==> src/rtl/instr_fetch.sv <==
// Instruction fetch stage: owns the PC, requests words from instruction
// memory over req/ack, holds the returned word and offers it downstream with
// valid/ready. Taken-branch redirects reload the PC and squash pending work.
module instr_fetch #(
  parameter int                    ADDR_WIDTH = 32,
  parameter int                    DATA_WIDTH = 32,
  parameter logic [ADDR_WIDTH-1:0] RESET_PC   = '0,
  parameter int                    PC_STEP    = 4
) (
  input  logic                  clk,
  input  logic                  rst,
  output logic                  imem_req,
  output logic [ADDR_WIDTH-1:0] imem_addr,
  input  logic                  imem_ack,
  input  logic [DATA_WIDTH-1:0] imem_rdata,
  input  logic                  redirect_valid,
  input  logic [ADDR_WIDTH-1:0] redirect_pc,
  output logic                  instr_valid,
  input  logic                  instr_ready,
  output logic [DATA_WIDTH-1:0] instr,
  output logic [ADDR_WIDTH-1:0] instr_pc,
  output logic [5:0]            opcode,
  output logic [4:0]            rs,
  output logic [4:0]            rt,
  output logic [4:0]            rd,
  output logic [5:0]            funct,
  output logic [15:0]           imm
);

  typedef enum logic [1:0] {
    S_IDLE = 2'd0,
    S_WAIT = 2'd1,
    S_HOLD = 2'd2
  } state_t;

  state_t                state;
  state_t                state_next;
  logic [ADDR_WIDTH-1:0] pc;
  logic [ADDR_WIDTH-1:0] redirect_target;
  logic                  fetch_done;

  // Redirect targets are word aligned; the low two address bits are dropped.
  assign redirect_target = redirect_pc & ~ADDR_WIDTH'(3);

  // A fetch completes only when memory answers and no redirect discards it.
  assign fetch_done = (state == S_WAIT) && imem_ack && !redirect_valid;

  // State register with synchronous reset.
  // NOTE: sequential state is written with non-blocking assignments so every
  // flop samples pre-edge values regardless of block evaluation order.
  always_ff @(posedge clk) begin
    if (rst) state <= S_IDLE;
    else     state <= state_next;
  end

  // Next-state logic: redirect always lands in WAIT; ready only drains HOLD.
  // NOTE: state_next gets a default before the case so no latch is inferred
  // for paths that leave it unassigned.
  always_comb begin
    state_next = state;
    case (state)
      S_IDLE: state_next = S_WAIT;
      S_WAIT: begin
        if (redirect_valid)  state_next = S_WAIT;
        else if (imem_ack)   state_next = S_HOLD;
      end
      S_HOLD: begin
        if (redirect_valid || instr_ready) state_next = S_WAIT;
      end
      default: state_next = S_IDLE;
    endcase
  end

  // Output decode: request and valid come straight from the state register.
  always_comb begin
    imem_req    = (state == S_WAIT);
    instr_valid = (state == S_HOLD);
  end

  // PC and instruction register updates; reset beats redirect beats capture.
  always_ff @(posedge clk) begin
    if (rst) begin
      pc       <= RESET_PC;
      instr    <= '0;
      instr_pc <= '0;
    end else if (redirect_valid) begin
      pc <= redirect_target;
    end else if (fetch_done) begin
      instr    <= imem_rdata;
      instr_pc <= pc;
      pc       <= pc + ADDR_WIDTH'(PC_STEP);
    end
  end

  assign imem_addr = pc;

  // Field slices of the held instruction, fixed MIPS encoding.
  assign opcode = instr[31:26];
  assign rs     = instr[25:21];
  assign rt     = instr[20:16];
  assign rd     = instr[15:11];
  assign funct  = instr[5:0];
  assign imm    = instr[15:0];

endmodule

==> config.mk <==
export PLATFORM = sky130hd
export DESIGN_NAME = instr_fetch
export DESIGN_NICKNAME = d
export VERILOG_FILES = /design/src/rtl/instr_fetch.sv
export SDC_FILE = /design/constraint.sdc
export NUM_CORES = 1
export LEC_CHECK = 0
export ABC_CLOCK_PERIOD_IN_PS = 2500
export BUFFER_PORTS_ARGS = -buffer_cell sky130_fd_sc_hd__clkbuf_2
export CAP_MARGIN = 5
export CORE_MARGIN = 3
export CORE_UTILIZATION = 25
export CTS_CLUSTER_SIZE = 8
export DETAILED_ROUTE_END_ITERATION = 6
export HOLD_SLACK_MARGIN = 0.08
export PLACE_DENSITY = 0.5
export SLEW_MARGIN = 25
export SYNTH_ARGS = -nofsm -noshare
export SYNTH_HDL_FRONTEND = slang
export SYNTH_SLANG_ARGS = --single-unit
==> constraint.sdc <==
create_clock -name clk -period 2.5 [get_ports clk]
set_input_delay 0 -clock clk [delete_from_list [all_inputs] [get_ports clk]]
set_output_delay 0 -clock clk [all_outputs]
set_load 0.01 [all_outputs]
Word level (Yosys, flattened, before mapping) --
Cells that the tools add are included. Widths: inputs -> output; s select.
Cells by class: add/subtract/negate cells 1, equality and inequality tests 4, multiplexer cells 6, bitwise logic cells 1, reduce and logical (&&, ||, !) cells 9
Operators with widths (number):
- $mux 32 | 2
- $add 32x3->32 const B | 1
- $mux 2 | 3
- $pmux 2 s3 | 1
- $reduce_and 2->1 | 2
- $ne 3x1->1 const B | 1
- $eq 2x1->1 const B | 1
- $eq 2x2->1 const B | 1
- $logic_and 1x1->1 | 2
- $logic_not 2->1 | 1
- $ne 2x1->1 const B | 1
- $reduce_bool 2->1 | 1
- $reduce_or 2->1 | 1
- $logic_not 1->1 | 1
- $logic_or 1x1->1 | 1
- $not 1->1 | 1
Storage, ports and cells: bits in registers 98, input port bits 69, word-level logic and storage cells 26

Logic depth before layout (Yosys ltp) --
Gate-level depths: netlist (run 1).
word-level depth 5, depth in mapped cells 6, mapped depth without buffers 5

Worst setup path before layout (run 1) --
Ideal clock, no wire load.
path kind register to register, start point register pc[9], in the netlist imem_addr[9], end point register pc[27], in the netlist imem_addr[27], arrival time 2.058 ns, required time 2.409 ns, setup slack 0.351 ns, stages on the path, launching flop included 6, clock period less this slack 2.149 ns, path through dfxtp_1 > nand4_4 > or4_4 > buf_6 > or4_1 > a311oi_1
Between the ends: cells in the longest elaborated chain, start to end 3
Ends and longest elaborated chain:
- start: declaration | RTL line 38 | logic [ADDR_WIDTH-1:0] pc;
- start signal: assignment | RTL line 87 | pc <= redirect_target;
- start signal: assignment | RTL line 91 | pc <= pc + ADDR_WIDTH'(PC_STEP);
- $add 32x3->32 | RTL line 91
- $mux 32 | RTL line 88 | end else if (fetch_done) begin
- $mux 32 | RTL line 86 | end else if (redirect_valid) begin
No other way between the ends. The select of a mux whose other input is x is not followed. A chain may end at the register's enable or synchronous reset.

Final worst setup path (run 1) --
start point register state[0], end point register pc[25], in the netlist imem_addr[25]
Between the ends: cells in the longest elaborated chain, start to end 4
Ends and longest elaborated chain:
- start: declaration | RTL line 36 | state_t state;
- start signal: assignment | RTL line 53 | else state <= state_next;
- $eq 2x1->1 | RTL line 46 | assign fetch_done = (state == S_WAIT) && imem_ack && !redirect_valid;
- $logic_and 1x1->1 (2 in series) | RTL line 46
- $reduce_bool 2->1 (no line)
No other way between the ends.

==> results.py, run 1 <==
metrics = {
    "run_status": {
        "status": "finished, final reports clean",
    },
    "routing": {
        "drc": 0,
        "post_drt_via_cell_ratio": 4.54,
        "drt_first_pass_iters": 4,
        "routed_wl_um": 14700,
        "drt_iter0_markers": 186,
        "wl_per_cell_um": 14.9,
        "ant_nets": 0,
        "via_count": 4485,
    },
    "logic_synthesis": {
        "synthTopCellsByArea": "dfxtp_1, nand2_1, buf_4, a21oi_1, clkbuf_1",
        "synth_ff_type": "dfxtp_1",
        "synth_enable_flop_cells": 0,
        "async_flop_share_pct": 0,
        "seq_area_frac_synth_pct": 43.3,
        "syn_area_mm2": 0.00434,
        "yosys_warnings": 0,
        "synth_top_area_share_pct": 43.3,
        "synth_cell_types": 46,
        "synth_cells": 551,
        "syn_area_per_cell_um2": 7.88,
        "ys_ff_latch": 94,
        "yosysTopAreaCell": "dfxtp_1",
    },
    "setup_path": {
        "cp-start-kind": "flip-flop",
        "r2r.worst_path.cells": 4,
        "crit_chain": "and4b_1 -> nand3_1 -> or4_1 -> a311oi_1",
        "slowest_stage": "or4_1",
        "endpoint_kind": "flip-flop",
        "crit_required_ns": 2.75,
        "crit_path_max_fanout": 12,
        "ff2ff_setup_slack_ns": 0.33,
        "arrival_ns": 2.42,
        "cpPeakStageDelay_ns": 0.57,
        "worst-setup-path-type": "flip-flop to flip-flop",
    },
    "sta": {
        "finalSetupTns_ns": 0,
        "timing.fmax_mhz": 462,
        "timing.final.crit_share_pct": 86.7,
        "relSlewSlack_pct": 52.2,
        "setup_viol": 0,
        "post-route-min-period_ns": 2.17,
        "hold_viol_final": 0,
        "finClkSkew_ns": 0.00957,
        "rsz0062_at_grt": "no",
        "worst_pin_slew_ns": 0.717,
        "slew_viol_final": 0,
    },
    "global_routing": {
        "grt_pass1_wl_um": 21800,
        "grt_pass1_vias": 3955,
        "grt_antenna_before_repair": 0,
        "grt-ovfl-total": 0,
        "grt_use_total_pct": 14.9,
        "grt_max_degree": 64,
    },
    "clock_tree": {
        "cts.reportedPaths.clkPinSlew_ns": 0.07,
        "cts_sinks": 94,
        "numCtsBuffers": 9,
        "cts_tree": "built",
        "htreeDepth": 3,
        "clkLatencyLatePin_ns": 0.35,
        "clk_path_buf_depth": 2,
        "root_buffer": "clkbuf_16",
        "post_cts_buffers": 0,
    },
    "pwr": {
        "intPower_w": 0.00248,
        "pwr-share-seq_pct": 48.1,
        "p_total_w": 0.00339,
        "p_per_area_mw_per_mm2": 547,
        "p_sw_w": 0.000908,
        "p_comb_share_pct": 14.5,
        "p_sw_share_pct": 26.8,
        "clkPwrFrac_pct": 37.3,
        "power_leakage_nw": 2.61,
        "ir_drop_mv": 0.295,
    },
    "place": {
        "place_congestion": 0.709,
        "dp_hpwl_um": 10200,
        "numPortBuffers": 203,
    },
    "finish": {
        "fillers": 1809,
        "final_nets": 834,
        "syn2layout_area_growth_pct": 42.7,
        "drive_above_1_share_pct": 30.8,
        "n_antenna_cell": 0,
    },
    "floorplan": {
        "coreArea_mm2": 0.0168,
        "ioPinCount": 210,
        "die_width_um": 138,
        "die_h_um": 138,
        "dieArea_mm2": 0.0190,
        "row_count": 47,
        "initial_utilization_pct": 25.8,
    },
    "min_path": {
        "hold_class": "primary input to flip-flop",
        "whs_path_depth": 3,
    },
    "job": {
        "cap_violations": 0,
    },
}
## worst max-delay path, delay by kind of cell (launching register included)
kind / cells / cell delay [ns]
AND/OR/NAND/NOR: 3 / 1.38
flip-flops: 1 / 0.44
AO/OA/AOI/OAI: 1 / 0.25
## layer usage
| metal | global-route usage (%) | up-vias | part of all wire, % |
|---|---|---|---|
| met5 | 0 | - | 0 |
| met4 | 5.54 | 0 | 1.5 |
| met3 | 3.07 | 16 | 7.1 |
| met2 | 24.2 | 157 | 46 |
| met1 | 19.4 | 2025 | 45 |
| li1 | - | 2287 | - |
## cell families after synthesis
family / Yosys count / synth area share (%)
AND/OR/NAND/NOR: 236 / 25.6
AO/OA/AOI/OAI: 117 / 16.5
flip-flops: 94 / 43.3
buffers and inverters: 92 / 12.2
XOR/XNOR: 9 / 1.82
adder cells (fa/ha/maj): 1 / 0.288
other: 1 / 0.0863
multiplexers: 1 / 0.230
## flip-flops by register name, summed over array words and instances (netlist names)
name,flops
instr,32
state,2
imem_addr,30
instr_pc,30
## layout by cell type (no fill, tap or decap), types with 11 or more instances in the layout
| master | count |
|---|---|
| a21oi_1 | 68 |
| a311oi_1 | 11 |
| buf_4 | 15 |
| clkbuf_2 | 202 |
| dfxtp_1 | 94 |
| dlygate4sd3_1 | 65 |
| nand2_1 | 139 |
| nand3_1 | 12 |
| nand4_1 | 11 |
| nor2_1 | 25 |
## area by class of cell
| class | instances | area [um^2] | share of cell area (%) |
|---|---|---|---|
| inverter | 8 | 30.0 | 0.484 |
| clock buffer | 12 | 246 | 3.98 |
| timing repair buffer | 283 | 1790 | 28.9 |
| sequential | 94 | 1880 | 30.4 |
| clock inverter | 2 | 10.0 | 0.161 |
| multi-input combinational | 368 | 1960 | 31.6 |
| tap | 220 | 275 | 4.44 |
## final timing paths
check | to | start
worst max-delay path | imem_addr[25] | state[0]
worst min-delay path | state[0] | imem_ack
worst max register to register | imem_addr[25] | state[0]
worst min register to register | instr_pc[24] | instr_pc[24]
## power by group through the flow
| stage | combinational [W] | clock (W) | sequential, W |
|---|---|---|---|
| floorplan | 0.000209 | 0 | 0.00168 |
| global placement | 0.000421 | 0 | 0.00166 |
| detailed placement | 0.000417 | 0 | 0.00167 |
| CTS | 0.000501 | 0.00133 | 0.00163 |
| global route | 0.000548 | 0.00138 | 0.00164 |
| finish | 0.000493 | 0.00127 | 0.00163 |
## through the flow
step                cells  hold slack, ns  area (um^2)  setup WS (ns)  util, %
finish                987           0.146         6200          0.334     36.9
global placement      908           0.229         5290          0.348     31.5
detailed placement    908           0.230         5290          0.312     31.5
global route          987           0.191         6200          0.111     36.9
floorplan             554           0.136         4350          0.351        -
CTS                   987           0.142         6200          0.305     36.9
## cell usage after synthesis, drive strengths merged, types with 2 or more instances
cell type and instances:
a311oi 11, nor2b 5, a211oi 10, nand4 12
a31oi 3, xor2 6, nand2 140, dfxtp 94
o21ai 7, and4 6, o21bai 2, xnor2 3
nor3b 2, inv 8, a21oi 68, nor4 5
nand3 12, o31ai 6, o31a 2, a2111oi 3
nor3 2, clkbuf 36, or4 11, buf 48
or3 8, nor2 25, and3 2
## what timing repair did
action / CTS / global route
endpoints found under the hold margin: 64 / 0
endpoints found under the setup margin: 0 / 0
resized for setup: 0 / 0
hold buffers: 65 / 0
(Power assumes the default switching activity.)
==> run 2, diff against run 1 <==
--- a/config.mk
+++ b/config.mk
@@ -6,13 +6,12 @@
 export NUM_CORES = 1
 export LEC_CHECK = 0
 export ABC_CLOCK_PERIOD_IN_PS = 2500
-export BUFFER_PORTS_ARGS = -buffer_cell sky130_fd_sc_hd__clkbuf_2
+export BUFFER_PORTS_ARGS = -buffer_cell sky130_fd_sc_hd__buf_2
 export CAP_MARGIN = 5
 export CORE_MARGIN = 3
 export CORE_UTILIZATION = 25
 export CTS_CLUSTER_SIZE = 8
 export DETAILED_ROUTE_END_ITERATION = 6
-export HOLD_SLACK_MARGIN = 0.08
 export PLACE_DENSITY = 0.5
 export SLEW_MARGIN = 25
 export SYNTH_ARGS = -nofsm -noshare
==> results.py, run 2 (synthesis gave the netlist of run 1 again) <==
metrics = {
    "clock_tree": {
        "cts.repair.resized": 0,
        "cts-hold-fix-buffers": 59,
        "cts_tree": "built",
        "clkLatencyLatePin_ns": 0.35,
        "cts_sinks": 94,
        "numCtsBuffers": 9,
        "clk_path_buf_depth": 2,
        "post_cts_buffers": 0,
        "root_buffer": "clkbuf_16",
        "htreeDepth": 3,
        "cts.reportedPaths.clkPinSlew_ns": 0.07,
    },
    "sta": {
        "worst_slack_ns": 0.351,
        "setup_viol": 0,
        "timing.final.crit_share_pct": 86.0,
        "worst_pin_slew_ns": 0.757,
        "slew_viol_final": 0,
        "post-route-min-period_ns": 2.15,
        "rsz0062_at_grt": "no",
        "finClkSkew_ns": 0.00631,
        "finalSetupTns_ns": 0,
        "relSlewSlack_pct": 49.5,
        "hold_viol_final": 0,
        "timing.fmax_mhz": 465,
        "fin_hold_ws_ns": 0.0165,
    },
    "finish": {
        "layout_commonest_cell": "buf_2",
        "regMostFlops": "instr",
        "final_cell_mix": "buf_2, nand2_1, dfxtp_1",
        "drive_above_1_share_pct": 31.2,
        "n_antenna_cell": 0,
        "syn2layout_area_growth_pct": 43.5,
        "final_nets": 828,
        "largest_register_ff_count": 32,
        "fin_util_pct": 37.1,
    },
    "routing": {
        "post_drt_via_cell_ratio": 4.54,
        "routed_wl_um": 14700,
        "drt_iter0_markers": 178,
        "via_count": 4454,
        "wl_per_cell_um": 15.0,
        "drc": 0,
        "drt_first_pass_iters": 4,
        "ant_nets": 0,
    },
    "global_routing": {
        "grt_antenna_before_repair": 0,
        "grt_pass1_wl_um": 21700,
        "grt-ovfl-total": 0,
        "grt_pass1_vias": 3961,
        "grt_use_total_pct": 14.8,
        "grt_max_degree": 63,
    },
    "min_path": {
        "hold_class": "primary input to flip-flop",
        "hp-start": "redirect_pc[21]",
    },
    "pwr": {
        "p_total_w": 0.00371,
        "power_leakage_nw": 2.72,
        "ir_drop_mv": 0.334,
        "p_per_area_mw_per_mm2": 596,
    },
    "floorplan": {
        "die_h_um": 138,
        "ioPinCount": 210,
        "initial_utilization_pct": 25.8,
        "row_count": 47,
        "coreArea_mm2": 0.0168,
        "dieArea_mm2": 0.0190,
        "die_width_um": 138,
    },
    "place": {
        "dp_hpwl_um": 10200,
        "place_congestion": 0.716,
        "dpl_worst_slack_ns": 0.375,
        "numPortBuffers": 203,
    },
    "setup_path": {
        "crit_path_max_fanout": 22,
        "crit_chain": "nand2_1 -> or4_4 -> or4_1 -> a311oi_1",
        "crit_required_ns": 2.76,
        "endpoint_kind": "flip-flop",
        "cp_top_family": "simple AND/OR/NAND/NOR gates",
        "worst-setup-path-type": "flip-flop to flip-flop",
        "crit_start": "imem_addr[13]",
        "cpPeakStageDelay_ns": 0.68,
        "cp-start-kind": "flip-flop",
        "reg2reg_from": "imem_addr[13]",
        "path_buf_inv": 0,
        "slowest_stage": "or4_4",
        "arrival_ns": 2.41,
    },
    "job": {
        "cap_violations": 0,
    },
    "run_status": {
        "status": "finished, final reports clean",
    },
}
## run 2: cell count changes in the layout (fill, tap and decap cells not counted), sizes merged
cell,before,now
buf,16,218
bufinv,0,3
clkbuf,214,11
clkinv,2,1
dlygate4sd3,65,59
## run 2: worst paths after layout
path,to,cells after the start,slack (ns)
min reg2reg,instr_pc[27],2,0.45
min,imem_addr[21],4,0.02
max reg2reg,imem_addr[25],4,0.35
max,imem_addr[25],4,0.35
## run 2: power breakdown
part	internal, W	switching [W]
registers	0.00156	0.0000694
clock network	0.000999	0.000600
logic	0.000233	0.000253
total	0.00279	0.000923
## run 2: final cells by class
cell class	count	area [um^2]
flip-flops and latches	94	1880
repair buffers	277	1750
multi-input cells	368	1960
well taps	220	275
clock inverters	4	95.1
clock buffers	11	243
fillers	1794	10600
inverters	8	30.0
## run 2: tightest hold or removal path, delay by kind of cell
family / cells / cell delay, ns
compound gates: 2 / 0.17
buf+inv: 2 / 0.16
## run 2: routing by layer
metal,track usage (%),part of all wire (%),vias up
li1,-,-,2280
met3,3.07,6.6,15
met4,5.71,1.6,0
met2,24.2,46,138
met5,0,0,-
met1,19.2,46,2021
## run 2: per-stage QoR
step                instance area, um^2  std cells
global placement                   5300        908
floorplan                          4350        554
detailed placement                 5300        908
global route                       6230        982
finish                             6230        982
CTS                                6230        982
==> run 3, diff against run 2 <==
--- a/config.mk
+++ b/config.mk
@@ -13,7 +13,7 @@
 export CTS_CLUSTER_SIZE = 8
 export DETAILED_ROUTE_END_ITERATION = 6
 export PLACE_DENSITY = 0.5
-export SLEW_MARGIN = 25
+export SETUP_SLACK_MARGIN = 0.5
 export SYNTH_ARGS = -nofsm -noshare
 export SYNTH_HDL_FRONTEND = slang
 export SYNTH_SLANG_ARGS = --single-unit
==> results.py, run 3 (synthesis gave the netlist of run 1 again) <==
metrics = {
    "routing": {
        "wl_per_cell_um": 15.3,
        "post_drt_via_cell_ratio": 4.63,
        "drc": 0,
        "drt_first_pass_iters": 4,
        "drt_iter0_markers": 230,
        "via_count": 4610,
        "routed_wl_um": 15300,
        "ant_nets": 0,
    },
    "place": {
        "numPortBuffers": 203,
        "dp_hpwl_um": 10000,
        "placed_area_mm2": 0.00530,
        "dpl_worst_slack_ns": 0.400,
        "place_congestion": 0.709,
    },
    "global_routing": {
        "grt_antenna_before_repair": 0,
        "grt_pass1_wl_um": 22400,
        "grt-ovfl-total": 0,
        "grt_max_degree": 63,
        "grt_use_total_pct": 15.1,
        "grt_pass1_vias": 4178,
    },
    "setup_path": {
        "crit_path_max_fanout": 6,
        "crit_required_ns": 2.76,
        "arrival_ns": 2.20,
        "cpPeakStageDelay_ns": 0.59,
        "path_buf_inv": 0,
        "slowest_stage": "or4_4",
        "cp-start-kind": "flip-flop",
        "endpoint_kind": "flip-flop",
        "crit_chain": "nand3_4 -> or4_4 -> or4_1 -> a311oi_1",
        "cp_top_family": "simple AND/OR/NAND/NOR gates",
        "worst-setup-path-type": "flip-flop to flip-flop",
    },
    "floorplan": {
        "die_h_um": 138,
        "ioPinCount": 210,
        "initial_utilization_pct": 25.8,
        "dieArea_mm2": 0.0190,
        "coreArea_mm2": 0.0168,
        "row_count": 47,
        "die_width_um": 138,
    },
    "clock_tree": {
        "root_buffer": "clkbuf_16",
        "numCtsBuffers": 9,
        "htreeDepth": 3,
        "clkLatencyLatePin_ns": 0.35,
        "cts_sinks": 94,
        "clk_path_buf_depth": 2,
        "cts.reportedPaths.clkPinSlew_ns": 0.07,
        "cts_tree": "built",
    },
    "sta": {
        "finalSetupTns_ns": 0,
        "slew_viol_final": 0,
        "finClkSkew_ns": 0.00717,
        "relSlewSlack_pct": 49.0,
        "post-route-min-period_ns": 1.94,
        "timing.fmax_mhz": 515,
        "worst_slack_ns": 0.559,
        "hold_viol_final": 0,
        "worst_pin_slew_ns": 0.763,
        "rsz0062_at_grt": "yes",
        "timing.final.crit_share_pct": 77.6,
        "setup_viol": 0,
    },
    "finish": {
        "final_cell_mix": "buf_2, nand2_1, dfxtp_1",
        "largest_register_ff_count": 32,
        "regMostFlops": "instr",
        "drive_above_1_share_pct": 35.6,
        "fin_util_pct": 38.3,
        "final_nets": 841,
        "syn2layout_area_growth_pct": 48.5,
        "fin_area_mm2": 0.00645,
        "n_antenna_cell": 0,
        "layout_commonest_cell": "buf_2",
        "fillers": 1778,
    },
    "pwr": {
        "power_leakage_nw": 2.80,
        "p_total_w": 0.00361,
        "p_per_area_mw_per_mm2": 560,
        "ir_drop_mv": 0.302,
    },
    "min_path": {
        "hold_class": "primary input to flip-flop",
    },
    "job": {
        "cap_violations": 0,
    },
    "run_status": {
        "status": "finished, final reports clean",
    },
}
-- run 3: worst reg2reg max path, cell delays in order, from the launching register on --
cell and delay, ns:
dfxtp_4 0.38, nand3_4 0.10, or4_4 0.59, or4_1 0.52, a311oi_1 0.27
-- run 3: area by class of cell --
cell class	instances	area (um^2)	area share (%)
multi-input cells	371	2060	31.9
inverters	8	30.0	0.466
clock buffers	10	250	3.88
repair buffers	287	1840	28.5
clock inverters	6	68.8	1.07
flip-flops and latches	94	1930	29.9
well taps	220	275	4.27
-- run 3: through the flow --
stage / std cells / hold slack (ns)
final: 996 / 0.0266
after global routing: 996 / 0.0683
after CTS: 982 / 0.0110
after detailed placement: 903 / 0.248
after global placement: 903 / 0.243
after floorplan: 554 / 0.136
-- run 3: worst paths after layout --
check	startpoint	cells after the start	slack, ns	endpoint
worst max register to register	imem_addr[17]	4	0.56	imem_addr[23]
worst min-delay path	redirect_pc[30]	5	0.03	imem_addr[30]
worst min register to register	instr_pc[27]	2	0.45	instr_pc[27]
worst max-delay path	imem_addr[17]	4	0.56	imem_addr[23]
-- run 3: metal layers --
metal	routed length [um]	global-route usage (%)	share of wire (%)
met5	0	0	0
met1	6930	19.5	45
met2	7140	25.1	47
met3	988	3.32	6.5
met4	183	4.50	1.2
-- run 3: repair_timing --
item	4_1_cts	5_1_grt
cloned	2	1
hold buffers	61	0
endpoints found under the setup margin	6	12
pin swaps	2	8
resized for setup	9	19
buffers inserted	0	13
hold endpoints to repair	62	0
-- run 3: power by group --
part	switching (W)	leakage [nW]	internal, W	total, W
Combinational	0.000258	1.87	0.000246	0.000505
Clock	0.000635	0.154	0.000840	0.00147
Sequential	0.0000759	0.776	0.00156	0.00163
